**src/rtl/bus_load_sequencer.sv**
```systemverilog
// Boot-time program loader: takes a length word then N data words and writes them
// into RAM over the shared bus (MAR load, then RAM write), holding the CPU off meanwhile.
module bus_load_sequencer #(
  parameter int unsigned ADDR_W    = 10,
  parameter int unsigned DATA_W    = 32,
  parameter int unsigned BASE_ADDR = 0
) (
  input  logic              clk,
  input  logic              reset_n,
  input  logic              load_start,
  input  logic              word_valid,
  input  logic [DATA_W-1:0] word_data,
  output logic              word_ready,
  output logic              bus_drive,
  output logic [DATA_W-1:0] bus_data,
  output logic              MAR_read,
  output logic              RAM_write,
  output logic              cpu_hold,
  output logic              PC_clear,
  output logic              load_busy,
  output logic              load_error,
  output logic [ADDR_W:0]   words_written
);

  localparam logic [2:0] S_IDLE      = 3'd0;
  localparam logic [2:0] S_GET_LEN   = 3'd1;
  localparam logic [2:0] S_WAIT_WORD = 3'd2;
  localparam logic [2:0] S_PUT_ADDR  = 3'd3;
  localparam logic [2:0] S_PUT_DATA  = 3'd4;
  localparam logic [2:0] S_FINISH    = 3'd5;
  localparam logic [2:0] S_ERR       = 3'd6;

  // Largest length that still ends at or below the top RAM address.
  localparam logic [63:0] MAX_LEN = (64'd1 << ADDR_W) - 64'(BASE_ADDR);

  logic [2:0]        state;
  logic [ADDR_W-1:0] addr;
  logic [ADDR_W:0]   remaining;
  logic [DATA_W-1:0] data_reg;
  logic [ADDR_W:0]   words_written_q;
  logic              load_error_q;

  always_ff @(posedge clk or negedge reset_n) begin
    if (!reset_n) begin
      state           <= S_IDLE;
      addr            <= ADDR_W'(BASE_ADDR);
      remaining       <= '0;
      data_reg        <= '0;
      words_written_q <= '0;
      load_error_q    <= 1'b0;
    end else begin
      case (state)
        S_IDLE, S_ERR: begin
          if (load_start) begin
            state           <= S_GET_LEN;
            addr            <= ADDR_W'(BASE_ADDR);
            words_written_q <= '0;
            load_error_q    <= 1'b0;
          end
        end
        S_GET_LEN: begin
          if (word_valid) begin
            if (word_data == '0) begin
              state <= S_FINISH;
            end else if (64'(word_data) > MAX_LEN) begin
              state        <= S_ERR;
              load_error_q <= 1'b1;
            end else begin
              remaining <= (ADDR_W+1)'(word_data);
              state     <= S_WAIT_WORD;
            end
          end
        end
        S_WAIT_WORD: begin
          if (word_valid) begin
            data_reg <= word_data;
            state    <= S_PUT_ADDR;
          end
        end
        S_PUT_ADDR: state <= S_PUT_DATA;
        S_PUT_DATA: begin
          addr            <= addr + ADDR_W'(1);
          remaining       <= remaining - (ADDR_W+1)'(1);
          words_written_q <= words_written_q + (ADDR_W+1)'(1);
          state           <= (remaining == (ADDR_W+1)'(1)) ? S_FINISH : S_WAIT_WORD;
        end
        S_FINISH: state <= S_IDLE;
        default:  state <= S_IDLE;
      endcase
    end
  end

  // Every output is a pure decode of registered state; no input reaches an output.
  always_comb begin
    word_ready = (state == S_GET_LEN) || (state == S_WAIT_WORD);
    bus_drive  = 1'b0;
    bus_data   = '0;
    MAR_read   = 1'b0;
    RAM_write  = 1'b0;
    case (state)
      S_PUT_ADDR: begin
        bus_drive = 1'b1;
        bus_data  = DATA_W'(addr);
        MAR_read  = 1'b1;
      end
      S_PUT_DATA: begin
        bus_drive = 1'b1;
        bus_data  = data_reg;
        RAM_write = 1'b1;
      end
      default: ;
    endcase
    cpu_hold      = (state != S_IDLE);
    PC_clear      = (state == S_FINISH);
    load_busy     = (state != S_IDLE) && (state != S_ERR);
    load_error    = load_error_q;
    words_written = words_written_q;
  end

endmodule

```
**config.mk**
```make
export PLATFORM = sky130hd
export DESIGN_NAME = bus_load_sequencer
export DESIGN_NICKNAME = d
export VERILOG_FILES = /design/src/rtl/bus_load_sequencer.sv
export SDC_FILE = /design/constraint.sdc
export NUM_CORES = 1
export LEC_CHECK = 0
export BUFFER_PORTS_ARGS = -buffer_cell sky130_fd_sc_hd__clkbuf_2
export CORE_UTILIZATION = 49
export CTS_CLUSTER_SIZE = 12
export DETAILED_ROUTE_END_ITERATION = 8
export PLACE_DENSITY_LB_ADDON = 0.2
export SKIP_LAST_GASP = 1
export SLEW_MARGIN = 20
export SYNTH_ARGS = -nofsm -noshare
export SYNTH_HDL_FRONTEND = slang
export SYNTH_SLANG_ARGS = --single-unit
```
**constraint.sdc**
```tcl
create_clock -name clk -period 2.3 [get_ports clk]
set_input_delay 0.23 -clock clk [delete_from_list [all_inputs] [get_ports clk]]
set_output_delay 0.23 -clock clk [all_outputs]
set_load 0.05 [all_outputs]
```
# ---- After elaboration in Yosys (flattened, before gate mapping)
# Cells that the tools add are included.
dict set report totals {
  regBits 68
  in_bits 36
  output_inout_bits 51
  elab_cells 63
}
dict set report op_classes {
  addsub 3
  magnitude_cmp 1
  n_eq_ne 14
  mux 24
  reduce_logical 15
}
# operator n
set ops {}
lappend ops {{$pmux 32 s2} 1}
lappend ops {{$mux 11} 4}
lappend ops {{$pmux 11 s2} 2}
lappend ops {{$gt 32x11->1 const B} 1}
lappend ops {{$logic_not 32->1} 1}
lappend ops {{$pmux 10 s2} 1}
lappend ops {{$mux 3} 6}
lappend ops {{$pmux 3 s5} 1}
lappend ops {{$ne 2x2->1 const B} 6}
lappend ops {{$add 11x1->11 const B} 1}
lappend ops {{$eq 11x1->1 const B} 1}
lappend ops {{$sub 11x1->11 const B} 1}
lappend ops {{$add 10x1->10 const B} 1}
lappend ops {{$mux 10} 1}
lappend ops {{$eq 3x3->1 const B} 3}
lappend ops {{$mux 1} 7}
lappend ops {{$eq 3x2->1 const B} 2}
lappend ops {{$reduce_bool 2->1} 3}
lappend ops {{$reduce_and 5->1} 1}
lappend ops {{$reduce_and 2->1} 2}
lappend ops {{$reduce_and 4->1} 1}
lappend ops {{$reduce_or 2->1} 2}
lappend ops {{$eq 3x1->1 const B} 1}
lappend ops {{$logic_not 3->1} 1}
lappend ops {{6 further kinds} 6}

# ---- Logic depth before layout (Yosys ltp)
# Gate-level depths: netlist of the first run.
dict set report depth {
  word_depth 5
  ltp_mapped 9
  depth_no_buf 7
}

# ---- Worst setup path before layout of the first run
# No wires, ideal clock.
dict set report synth_timing {
  path_type {flip-flop to output port}
  from {register state[0]}
  to {output port bus_data[15]}
  arrival_ns 2.322
  required_time_ns 2.070
  setup_slack_ns -0.252
  stages_incl_launch_ff 8
  path_buffers 3
  cell_sequence {dfrtp_1 buf_4 nor2_1 nand2_1 inv_1 clkbuf_1 clkbuf_1 and2_1}
}
dict set report synth_between {
  elab_chain_cells 2
  elab_cells_between_ends 3
  classes_between {eq/ne (2); mux (1)}
}
# item line
set synth_lines {}
lappend synth_lines {{start: declaration} 36} ;# logic [2:0] state;
lappend synth_lines {{start signal: assignment} 85} ;# state <= (remaining == (ADDR_W+1)'(1)) ? S_FINISH : S_WAIT_WORD;
lappend synth_lines {{$eq 3x3->1 or $eq 3x2->1 (tied branches)} 100} ;# case (state)
lappend synth_lines {{$pmux 32 s2 *} 100}
lappend synth_lines {{end: declaration} 15} ;# output logic [DATA_W-1:0] bus_data,
# Every way passes the cells marked *; elsewhere a longest branch is shown, timed or not.

# ---- Worst setup path after layout of the first run
dict set report layout_timing {
  from {register state[0]}
  to {output port bus_data[25]}
}
# Same word-level chain as after synthesis.

==> flow_metrics.py, run 1 <==
metrics = {
    "run_status": {
        "status": "finished clean",
    },
    "timing": {
        "skew_ns": 0.00730,
        "hold_viol": 0,
        "tns_ns": 0,
        "post-route-min-period_ns": 2.15,
        "finalMaxSlewViolations": 0,
        "fin_ws_ns": 0.153,
        "max_slew_margin_pct": 65.4,
        "clock.fmax_mhz": 466,
        "tightest_slew_ns": 0.519,
        "rsz0062_at_grt": "false",
        "fin_crit_sh_pct": 93.3,
        "finalSetupViolCount": 0,
    },
    "worst_setup_path": {
        "crit_path_end_kind": "primary output",
        "cp_num_cells": 7,
        "crit_chain": "nor2_1, nand2_1, inv_1, buf_4, buf_4, and2_1, clkbuf_2",
        "r2r_setup_slack_ns": 0.36,
        "timing.critical_path.required_ns": 2.07,
        "r2r-end": "remaining[6]",
        "slowest_delay_ns": 0.48,
        "r2r-start": "state[0]",
        "path_max_fanout": 18,
        "setup.worst_path.start": "state[0]",
        "reg2reg_depth": 6,
        "crit_path_top_delay_cell": "dfrtp_2",
        "criticalPathCategory": "reg -> out",
        "startpoint_type": "flop",
        "critPathMostFrequentCell": "buf_4",
        "cp_num_buf_inv": 4,
        "cp_data_arrival_time_ns": 1.92,
        "critical_path.top_delay_family": "buffers and inverters",
    },
    "synthesis": {
        "postSynthAreaPerCell_um2": 10.2,
        "ys.flop_type": "dfrtp_1",
        "yosysTopAreaCell": "dfrtp_1",
        "synth_area_mm2": 0.00351,
        "synth-edff-count": 0,
        "synth_top_cell_area_share_pct": 48.5,
        "synth_cell_types": 45,
        "ys.warnings.count": 0,
        "synth-seq-cells": 68,
        "synthCells": 345,
        "yosysSeqAreaShare_pct": 48.5,
        "async_reset_ff_share_pct": 100,
        "synth_nets": 385,
        "ys_top_cells_by_area": "dfrtp_1 48%, mux2_2 10%, and2_1 4.8%",
    },
    "power": {
        "power_density_mw_per_mm2": 1130,
        "leakage_uw": 0.00204,
        "vdd_drop_max_mv": 0.734,
    },
    "detailed_routing": {
        "wl_um": 8060,
        "firstDrtPassIters": 4,
        "vias": 2968,
        "antenna_left": 0,
        "vias_per_cell": 5.51,
        "route.detailed.drc": 0,
        "wl_per_cell_um": 15.0,
        "drt-initial-drc-count": 155,
    },
    "global_route": {
        "antenna_found_initial": 0,
        "overflow": 0,
        "grt_usage_pct": 23.4,
        "grt_first_pass_wirelength_um": 13400,
        "grt_max_degree": 48,
        "grt_pass1_vias": 2776,
    },
    "die": {
        "die-area_mm2": 0.00751,
        "core_mm2": 0.00687,
        "die_h_um": 86.7,
        "start_util_pct": 51.1,
        "ioPinCount": 87,
        "std_cell_rows": 30,
        "die_x_um": 86.7,
    },
    "min_path": {
        "hp-class": "in -> reg",
        "whs_endpoint": "data_reg[16]",
        "worstHoldStart": "word_data[16]",
        "holdPathStages": 2,
    },
    "clock_tree": {
        "clk_path_buf_depth": 2,
        "root_buffer": "clkbuf_8",
        "clock-sinks": 68,
        "cts_tree": "yes",
        "htreeDepth": 3,
        "clkLatencyLatePin_ns": 0.34,
        "cts_made_buffers": 9,
        "clkTransAtPathRegs_ns": 0.07,
        "post-cts-setup-buffers": 0,
    },
    "final_layout": {
        "drive_above_1_share_pct": 34.1,
        "area_growth_pct": 26.5,
        "nets": 478,
        "final_cell_mix": "74 x clkbuf_2, 67 x dfrtp_1, 33 x nand2_1",
        "layout_commonest_cell": "clkbuf_2",
        "diodes": 0,
        "layout.cells.non_filler": 539,
        "largest_reg_flops": 32,
    },
    "place": {
        "dp_hpwl_um": 5900,
        "placed_cells_incl_taps": 522,
        "preCtsSetupSlack_ns": 0.142,
        "place.gp.congestion": 0.885,
        "portBuffers": 86,
    },
    "job": {
        "drv_cap": 0,
    },
}
-- synth_stat cells, types with 3 or more instances --
cell,instances
dfrtp_1,68
nand2_1,33
mux2_2,32
and2_1,27
o21ai_0,27
nor2_1,25
a22o_1,12
clkbuf_1,12
nand3_1,12
nor3_1,9
a21oi_1,8
inv_1,8
mux2i_1,7
nand4_1,7
nor4_1,6
and4_1,4
ha_1,4
nand2b_1,4
nor3b_1,3
xor2_1,3
-- logic make-up (layout without fill, tap and decap cells) --
| family | after synthesis | after routing | synth area share (%) |
|---|---|---|---|
| buffers and inverters | 23 | 121 | 2.71 |
| AOI/OAI and AO/OA | 67 | 67 | 13.1 |
| DFF | 68 | 68 | 48.5 |
| adders and majority gates | 4 | 4 | 1.43 |
| xor gates and xnor gates | 5 | 5 | 1.25 |
| muxes | 39 | 39 | 12.3 |
| and+or+nand+nor | 139 | 139 | 20.8 |
-- cell type report --
| cell class | count | area (um2) |
|---|---|---|
| multi-input cells | 254 | 1720 |
| inverters | 8 | 30.0 |
| well taps | 96 | 120 |
| clock inverters | 4 | 26.3 |
| fillers | 559 | 2430 |
| repair buffers | 97 | 706 |
| clock buffers | 12 | 135 |
| flip-flops and latches | 68 | 1700 |
-- metrics by stage --
step                utilization, %  instance area, um2  power (uW)  hold slack (ns)
finish                        64.7                4440        5000            0.139
global placement              62.1                4270        4140            0.252
CTS                           64.6                4440        5030            0.128
floorplan                        -                3510        3460          -0.0656
detailed placement            62.1                4270        4190            0.238
global route                  64.7                4440        5300            0.129
-- worst reg2reg max path: cells and delay by family (launching register included) --
family          cells  cell delay, ns
compound gates      2            0.49
flops               1            0.47
simple gates        2            0.50
buf+inv             2            0.36
-- layer usage --
metal | vias to the layer above | wire length (um) | track usage, % | share of wire [%]
met1 | 1411 | 3700 | 31.9 | 46
met4 | 0 | 137 | 11.4 | 1.7
met2 | 102 | 3740 | 35.9 | 46
met3 | 12 | 484 | 4.67 | 6.0
li1 | 1443 | - | - | -
met5 | - | 0 | 0 | 0
-- worst max path at each step --
stage                          to  slack, ns
floorplan            bus_data[15]       0.02
global placement    remaining[10]       0.26
detailed placement  remaining[10]       0.14
CTS                  bus_data[25]        0.1
global route         bus_data[27]       0.02
finish               bus_data[25]       0.15
-- power breakdown --
part           switching, uW  total, uW  internal, uW
clock                    444        834           391
sequential               276       1870          1590
combinational           1410       2300           884
total                   2130       5000          2870
-- timing repair --
action / 4_1_cts / 5_1_grt
endpoints found under the setup margin: 11 / 7
hold endpoints to repair: 21 / 0
hold buffers: 1 / 0
resized for setup: 1 / 1
Power figures use the tool's default switching activity.
==> run 2: changes to the inputs <==
Settings changed: BUFFER_PORTS_ARGS -buffer_cell sky130_fd_sc_hd__clkbuf_2 to -buffer_cell sky130_fd_sc_hd__buf_2.
==> flow_metrics.py, run 2 (synthesized netlist as in run 1, its figures left out) <==
metrics = {
    "power": {
        "vdd_drop_max_mv": 0.764,
        "leakage_uw": 0.00207,
        "power_density_mw_per_mm2": 1170,
    },
    "final_layout": {
        "multi_input_area_mm2": 0.00172,
        "largest_reg_flops": 32,
        "final_cell_mix": "86 x buf_2, 68 x dfrtp_1, 33 x nand2_1",
        "layout_commonest_cell": "buf_2",
        "nets": 479,
        "drive_above_1_share_pct": 34.5,
        "diodes": 0,
        "fill_cells": 596,
        "area_growth_pct": 23.5,
        "regArea_mm2": 0.00170,
    },
    "die": {
        "core_mm2": 0.00687,
        "die-area_mm2": 0.00751,
        "die_h_um": 86.7,
        "std_cell_rows": 30,
        "die_x_um": 86.7,
        "ioPinCount": 87,
        "start_util_pct": 51.1,
    },
    "detailed_routing": {
        "antenna_left": 0,
        "firstDrtPassIters": 4,
        "vias_per_cell": 5.52,
        "wl_met3_um": 450,
        "vias": 2980,
        "topRoutingLayerUsed": "met4",
        "route.detailed.drc": 0,
        "wl_um": 8210,
        "drt-initial-drc-count": 97,
        "wl_met1_um": 3700,
        "wl_met2_um": 3800,
        "wl_per_cell_um": 15.2,
    },
    "timing": {
        "finalSetupViolCount": 0,
        "rsz0062_at_grt": "false",
        "tightest_slew_ns": 0.546,
        "fin_hold_ws_ns": 0.137,
        "post-route-min-period_ns": 2.15,
        "clock.fmax_mhz": 465,
        "hold_viol": 0,
        "skew_ns": 0.0102,
        "fin_crit_sh_pct": 93.4,
        "max_slew_margin_pct": 63.6,
        "tns_ns": 0,
        "finalMaxSlewViolations": 0,
    },
    "worst_setup_path": {
        "cp_num_buf_inv": 2,
        "crit_path_top_delay_cell": "and2_1",
        "reg2reg_depth": 6,
        "cp_data_arrival_time_ns": 1.92,
        "critical_path.top_delay_family": "simple AND/OR/NAND/NOR gates",
        "path_max_fanout": 12,
        "crit_end": "bus_data[0]",
        "crit_chain": "inv_1, nor2_1, and2_1, a22o_1, buf_2",
        "r2r_setup_slack_ns": 0.35,
        "crit_path_end_kind": "primary output",
        "cp_num_cells": 5,
        "setup.worst_path.start": "state[0]",
        "r2r-start": "state[2]",
        "timing.critical_path.required_ns": 2.07,
        "startpoint_type": "flop",
        "r2r-end": "remaining[8]",
        "criticalPathCategory": "reg -> out",
        "slowest_delay_ns": 0.43,
    },
    "min_path": {
        "hp-class": "in -> reg",
        "worstHoldStart": "word_data[27]",
    },
    "run_status": {
        "status": "finished clean",
    },
    "global_route": {
        "grt_usage_pct": 23.3,
        "grt_pass1_vias": 2862,
        "antenna_found_initial": 0,
        "overflow": 0,
        "grt_first_pass_wirelength_um": 13400,
        "grt_max_degree": 46,
    },
    "clock_tree": {
        "root_buffer": "clkbuf_8",
        "clkTransAtPathRegs_ns": 0.08,
        "post-cts-setup-buffers": 0,
        "hold_buffers": 1,
        "clk_path_buf_depth": 2,
        "clkLatencyLatePin_ns": 0.34,
        "cts_tree": "yes",
        "cts_made_buffers": 9,
        "cts_resized": 0,
        "htreeDepth": 3,
        "clock-sinks": 68,
    },
    "job": {
        "drv_cap": 0,
    },
    "place": {
        "dp_hpwl_um": 6020,
        "portBuffers": 86,
        "place.gp.congestion": 0.862,
    },
}
## run 2: worst min-delay path by stage
stage          depth (start not counted)            to
3_3_place_gp                           1    load_error
6_report                               2  data_reg[27]
5_1_grt                                2  data_reg[12]
3_5_place_dp                           1  remaining[5]
4_1_cts                                2  data_reg[27]
2_1_floorplan                          0       addr[0]
## run 2: area by class of cell
| class | instances | share of cell area [%] |
|---|---|---|
| Timing Repair Buffer | 98 | 12.6 |
| Tap cell | 96 | 2.77 |
| Clock buffer | 12 | 3.81 |
| Sequential cell | 68 | 39.2 |
| Inverter | 8 | 0.692 |
| Multi-Input combinational cell | 254 | 39.6 |
| Clock inverter | 4 | 1.24 |
## run 2: where the power goes
group	internal [uW]	switching, uW	leakage, uW
registers	1590	263	0.000843
logic	767	1410	0.00112
clock network	594	471	0.000105
## run 2: routing by layer
layer  vias to the layer above  track usage [%]
met2                       109             37.6
met5                         -                0
li1                       1432                -
met3                        22             5.71
met4                         0             11.5
met1                      1417             29.3
## run 2: stage by stage
step / area, um2 / util (%) / std cells / power, uW / worst slack, ns
finish: 4340 / 63.2 / 540 / 5100 / 0.151
global route: 4340 / 63.2 / 540 / 5380 / 0.0978
CTS: 4340 / 63.2 / 540 / 5130 / 0.143
detailed placement: 4110 / 59.8 / 523 / 4050 / 0.223
global placement: 4110 / 59.8 / 523 / 3990 / 0.251
floorplan: 3510 / - / 345 / 3460 / 0.0207
